### src/rtl/alu_seq_pkg.sv
// alu_seq_pkg: opcode and FSM state types shared by the sequential ALU.
package alu_seq_pkg;
  typedef enum logic [2:0] {
    OP_AND  = 3'd0,
    OP_OR   = 3'd1,
    OP_NAND = 3'd2,
    OP_XOR  = 3'd3,
    OP_ADD  = 3'd4,
    OP_SUB  = 3'd5,
    OP_MUL  = 3'd6,
    OP_DIV  = 3'd7
  } op_t;

  typedef enum logic [1:0] {IDLE, BUSY, DONE} state_t;

  function automatic logic is_iter(input op_t op);
    return op == OP_MUL || op == OP_DIV;
  endfunction
endpackage

### src/rtl/alu_seq_iter.sv
// alu_seq_iter: one-bit-per-cycle shift-add multiplier / restoring divider sharing one datapath.
module alu_seq_iter #(
  parameter int WIDTH = 8
) (
  input  logic               clk,
  input  logic               rst_n,
  input  logic               start,
  input  logic               is_div,
  input  logic [WIDTH-1:0]   a,
  input  logic [WIDTH-1:0]   b,
  output logic               done,
  output logic [2*WIDTH-1:0] product,
  output logic [WIDTH-1:0]   quotient,
  output logic [WIDTH-1:0]   remainder
);
  localparam int CW = $clog2(WIDTH + 1);
  logic [CW-1:0] cnt;
  logic [WIDTH-1:0] acc, mq, dv, acc_n, mq_n;
  logic [WIDTH:0] sum, trial, diff;
  logic div, dz;
  always_comb begin
    sum   = {1'b0, acc} + {1'b0, (mq[0] ? dv : '0)};
    trial = {acc, mq[WIDTH-1]};
    diff  = trial - {1'b0, dv};
    // A zero divisor freezes the preloaded {a, all-ones} pair for the whole run
    acc_n = dz ? acc : !div ? sum[WIDTH:1] : diff[WIDTH] ? trial[WIDTH-1:0] : diff[WIDTH-1:0];
    mq_n  = dz ? mq : !div ? {sum[0], mq[WIDTH-1:1]} : {mq[WIDTH-2:0], ~diff[WIDTH]};
  end
  // Outputs are the post-step values so the final step and result capture share an edge
  assign done      = cnt == CW'(1);
  assign product   = {acc_n, mq_n};
  assign quotient  = mq_n;
  assign remainder = acc_n;
  always_ff @(posedge clk or negedge rst_n)
    if (!rst_n) begin
      cnt <= '0;
      acc <= '0;
      mq  <= '0;
      dv  <= '0;
      div <= 1'b0;
      dz  <= 1'b0;
    end else if (start) begin
      cnt <= CW'(WIDTH);
      acc <= (is_div && b == '0) ? a : '0;
      mq  <= (is_div && b == '0) ? '1 : a;
      dv  <= b;
      div <= is_div;
      dz  <= is_div && b == '0;
    end else if (cnt != '0) begin
      cnt <= cnt - CW'(1);
      acc <= acc_n;
      mq  <= mq_n;
    end
endmodule

### src/rtl/alu_seq.sv
// alu_seq: handshaked ALU; logic/add/sub in one cycle, MUL/DIV iterate one bit per cycle.
module alu_seq
  import alu_seq_pkg::*;
#(
  parameter int WIDTH = 8
) (
  input  logic               clk,
  input  logic               rst_n,
  input  logic               in_valid,
  output logic               in_ready,
  input  logic [WIDTH-1:0]   a,
  input  logic [WIDTH-1:0]   b,
  input  logic [2:0]         op,
  output logic               out_valid,
  input  logic               out_ready,
  output logic [2*WIDTH-1:0] result,
  output logic               div_zero
);
  state_t state, state_n;
  op_t op_i, op_r;
  logic bz_r, fire, start, it_done;
  logic [2*WIDTH-1:0] product, simple;
  logic [WIDTH-1:0] quo, rem, lg;
  logic [WIDTH:0] sum, diff;
  assign op_i = op_t'(op);
  always_comb begin
    in_ready  = state == IDLE;
    out_valid = state == DONE;
    fire      = in_valid && in_ready;
    start     = fire && is_iter(op_i);
    lg   = op_i == OP_AND ? a & b : op_i == OP_OR ? a | b : op_i == OP_NAND ? ~(a & b) : a ^ b;
    sum  = {1'b0, a} + {1'b0, b};
    diff = {1'b0, a} - {1'b0, b};
    simple = op_i == OP_ADD ? {{(WIDTH-1){1'b0}}, sum} :
             op_i == OP_SUB ? {{(WIDTH-1){diff[WIDTH]}}, diff} : {{WIDTH{1'b0}}, lg};
    state_n = (state == IDLE && fire) ? (is_iter(op_i) ? BUSY : DONE) :
              (state == BUSY && it_done) ? DONE :
              (state == DONE && out_ready) ? IDLE : state;
  end
  always_ff @(posedge clk or negedge rst_n)
    if (!rst_n) state <= IDLE;
    else state <= state_n;
  always_ff @(posedge clk or negedge rst_n)
    if (!rst_n) begin
      op_r     <= OP_AND;
      bz_r     <= 1'b0;
      result   <= '0;
      div_zero <= 1'b0;
    end else if (fire) begin
      op_r <= op_i;
      bz_r <= b == '0;
      if (!is_iter(op_i)) begin
        result   <= simple;
        div_zero <= 1'b0;
      end
    end else if (state == BUSY && it_done) begin
      result   <= op_r == OP_DIV ? {rem, quo} : product;
      div_zero <= op_r == OP_DIV && bz_r;
    end
  alu_seq_iter #(.WIDTH(WIDTH)) u_iter (
    .clk       (clk),
    .rst_n     (rst_n),
    .start     (start),
    .is_div    (op_i == OP_DIV),
    .a         (a),
    .b         (b),
    .done      (it_done),
    .product   (product),
    .quotient  (quo),
    .remainder (rem)
  );
endmodule

### config.mk
export PLATFORM = sky130hd
export DESIGN_NAME = alu_seq
export DESIGN_NICKNAME = d
export VERILOG_FILES = /design/src/rtl/alu_seq_pkg.sv /design/src/rtl/alu_seq_iter.sv /design/src/rtl/alu_seq.sv
export SDC_FILE = /design/constraint.sdc
export NUM_CORES = 1
export LEC_CHECK = 0
export BUFFER_PORTS_ARGS = -buffer_cell sky130_fd_sc_hd__buf_2
export CORE_ASPECT_RATIO = 0.75
export CORE_MARGIN = 4
export CORE_UTILIZATION = 39
export CTS_CLUSTER_DIAMETER = 200
export DETAILED_ROUTE_END_ITERATION = 16
export REMOVE_ABC_BUFFERS = 1
export SYNTH_ARGS = -nofsm -noshare
export SYNTH_HDL_FRONTEND = slang
export SYNTH_SLANG_ARGS = --single-unit
### constraint.sdc
create_clock -name clk -period 7.55 [get_ports clk]
set_input_delay 1.8875 -clock clk [delete_from_list [all_inputs] [get_ports clk]]
set_output_delay 1.8875 -clock clk [all_outputs]
set_load 0.01 [all_outputs]
==> results.cfg <==
[sta]
tightestPinTransition_ps = 968
setup_violations = 0
fin_setup_tns_ps = 0
period_minus_slack_ps = 4280
relSlewSlack_pct = 35.5
fin_crit_sh_pct = 56.7
max_freq_mhz = 233
finalClockSkew_ps = 7.43
rsz0062_at_grt = no
finalHoldViolations = 0
slew_viol_final = 0

[setup_path]
r2r-end = u_iter.acc[2]
end_kind = flip-flop
reg2reg_slack_ps = 4100
regToRegStartpoint = u_iter.mq[7]
cp-endpoint = result[9]
crit_arrival_ps = 4480
critPathRequiredTime_ps = 7740
path_class = primary input to flip-flop
crit_fanout = 5
startpoint = a[0]
rr_worst_depth = 10
start_kind = primary input

[floorplanning]
die-area_um2 = 14200
start_util_pct = 40.8
pin_count = 42
rows = 34
die_y_um = 104
die_x_um = 136
core_area_um2 = 11800

[cells_and_area]
drive_gt1_share_pct = 10.6
synthToLayoutAreaGrowth_pct = 10.7
nets = 712
antenna_cells = 0
utilization_pct = 45.1

[route]
first_pass_iters = 7
num_vias = 4764
drt_iter0_markers = 531
routedWlPerCell_um = 19.3
postRouteAntennaNets = 0
vias_per_cell = 5.92
post-route-drc-count = 0
wl_um = 15500

[cts]
clock_latency_ps = 300
clockRootBuffer = clkbuf_16
post_cts.repair.setup_buffers = 0
cts_resized = 0
numCtsBuffers = 5
htree_num_levels = 2
cts_tree = done
clkSinkCount = 53
cts.reportedPaths.clkPinSlew_ps = 70
cts_hold_repair.buffers = 0
clk_path_buf_depth = 2

[synthesis]
yosys_warnings = 0
synth_edf_count = 0
yosys.area.top_type = dfrtp_1
seq_area_frac_synth_pct = 27.5
synthArstFlopShare_pct = 100
synth_area_leaders = dfrtp_1 (27%), ha_1 (11%), o21ai_0 (7.3%), a21oi_1 (5.7%), nand2_1 (4.2%)
synthFlopType = dfrtp_1
synth_common_cells = o21ai_0 (70), a21oi_1 (55), nand2_1 (54)
netlist_instances = 617
synth.distinct_cells = 66
synthMostInstantiatedCell = o21ai_0
ys_ff_latch = 53
synth_area_um2 = 4820
netlist.area_leader.share_pct = 27.5
syn_area_per_cell_um2 = 7.82

[global_route]
grt_max_degree = 54
grt_usage_pct = 22.1
first_global_vias = 4407
grt_antenna_before_repair = 0
grt_pass1_wl_um = 24700
grt_remaining_overflow = 0

[power]
power.leakage_nw = 2.46
peakVddDrop_v = 0.000130
p_per_area_nw_per_um2 = 289

[worst_hold_path]
min_path_type = flip-flop to flip-flop

[placed_design]
gp_congestion = 0.924
port_buffers = 41
dp_hpwl_um = 12000

[run]
maxCapViolCount = 0

[outcome]
status = finished clean
==> layout make-up <==
cell class              instances  area, um^2
fillers                      1262        6490
multi-input cells             486        3200
flip-flops and latches         53        1330
repair buffers                 49         265
well taps                     162         203
inverters                      47         176
clock buffers                   6         129
clock inverters                 2        38.8
==> worst max-delay path, cell delays in order <==
cell and delay, ps:
buf_2 110, inv_1 60, ha_1 230, fa_1 400, or2_2 320, a221o_1 330, a21oi_1 290, o21a_1 320
and2_1 260, nand2_1 80, o21a_1 180
==> where the power goes <==
group | internal (W) | switching [W] | total [W]
combinational | 0.000343 | 0.000482 | 0.000825
clock | 0.000157 | 0.000109 | 0.000267
sequential | 0.000351 | 0.000102 | 0.000453
==> metal layers <==
| layer | global-route usage, % | share of wire, % |
|---|---|---|
| met2 | 29.9 | 40 |
| met1 | 35.8 | 51 |
| met4 | 4.03 | 1.0 |
| met3 | 4.45 | 8.1 |
| met5 | 0 | 0 |
==> worst min-delay path by stage <==
stage | startpoint | to | slack, ps | cells after the start
2_1_floorplan | op_r[0] | op_r[0] | 450 | 2
3_3_place_gp | result[0] | result[0] | 460 | 2
3_5_place_dp | result[0] | result[0] | 470 | 2
4_1_cts | result[0] | result[0] | 480 | 2
5_1_grt | result[1] | result[1] | 510 | 1
6_report | result[0] | result[0] | 480 | 2
==> through the flow <==
stage          std cells  area, um^2  hold WS (ps)  setup WS, ps  power (W)
6_report             805        5340           477          3270    0.00154
5_1_grt              805        5340           509          3140    0.00166
4_1_cts              805        5340           482          3300    0.00153
3_5_place_dp         797        5170           466          3000    0.00126
3_3_place_gp         797        5170           456          3030    0.00125
2_1_floorplan        586        4700           449          3220    0.00102
==> cell usage in the layout (no fill, tap or decap), drive strengths merged, types with 3 or more instances in the layout <==
master | netlist | final
a211oi | 16 | 16
a21boi | 3 | 3
a21o | 8 | 8
a21oi | 55 | 55
a221oi | 5 | 5
a31oi | 7 | 7
and2 | 9 | 9
buf | 4 | 49
clkbuf | 27 | 6
clkinv | 2 | 3
dfrtp | 53 | 53
fa | 4 | 4
ha | 43 | 43
inv | 45 | 45
mux2i | 11 | 11
nand2 | 54 | 54
nand2b | 12 | 12
nand3 | 10 | 10
nor2 | 53 | 53
nor2b | 3 | 3
nor3 | 21 | 21
nor3b | 3 | 3
nor4 | 4 | 4
o211ai | 5 | 5
o21a | 7 | 7
o21ai | 71 | 71
o21bai | 3 | 3
o22ai | 6 | 6
o311ai | 3 | 3
o31a | 3 | 3
o31ai | 8 | 8
or3 | 6 | 6
xnor2 | 8 | 8
xor2 | 9 | 9
==> sequential cells by signal (all words and copies together), names as in the netlist <==
name and count:
bz_r 1, div_zero 1, op_r 3, result 16, state 2, u_iter.acc 8
u_iter.cnt 4, u_iter.div 1, u_iter.dv 8, u_iter.dz 1, u_iter.mq 8
==> logic make-up after synthesis <==
| kind of cell | Yosys count | synth area share, % |
|---|---|---|
| buffers and inverters | 78 | 6.23 |
| adder cells (fa/ha/maj) | 47 | 12.8 |
| AND/OR/NAND/NOR | 186 | 18.4 |
| flip-flops | 53 | 27.5 |
| multiplexers | 12 | 2.52 |
| XOR/XNOR | 17 | 3.09 |
| AO/OA/AOI/OAI | 224 | 29.4 |
Power figures use the tool's default switching activity.
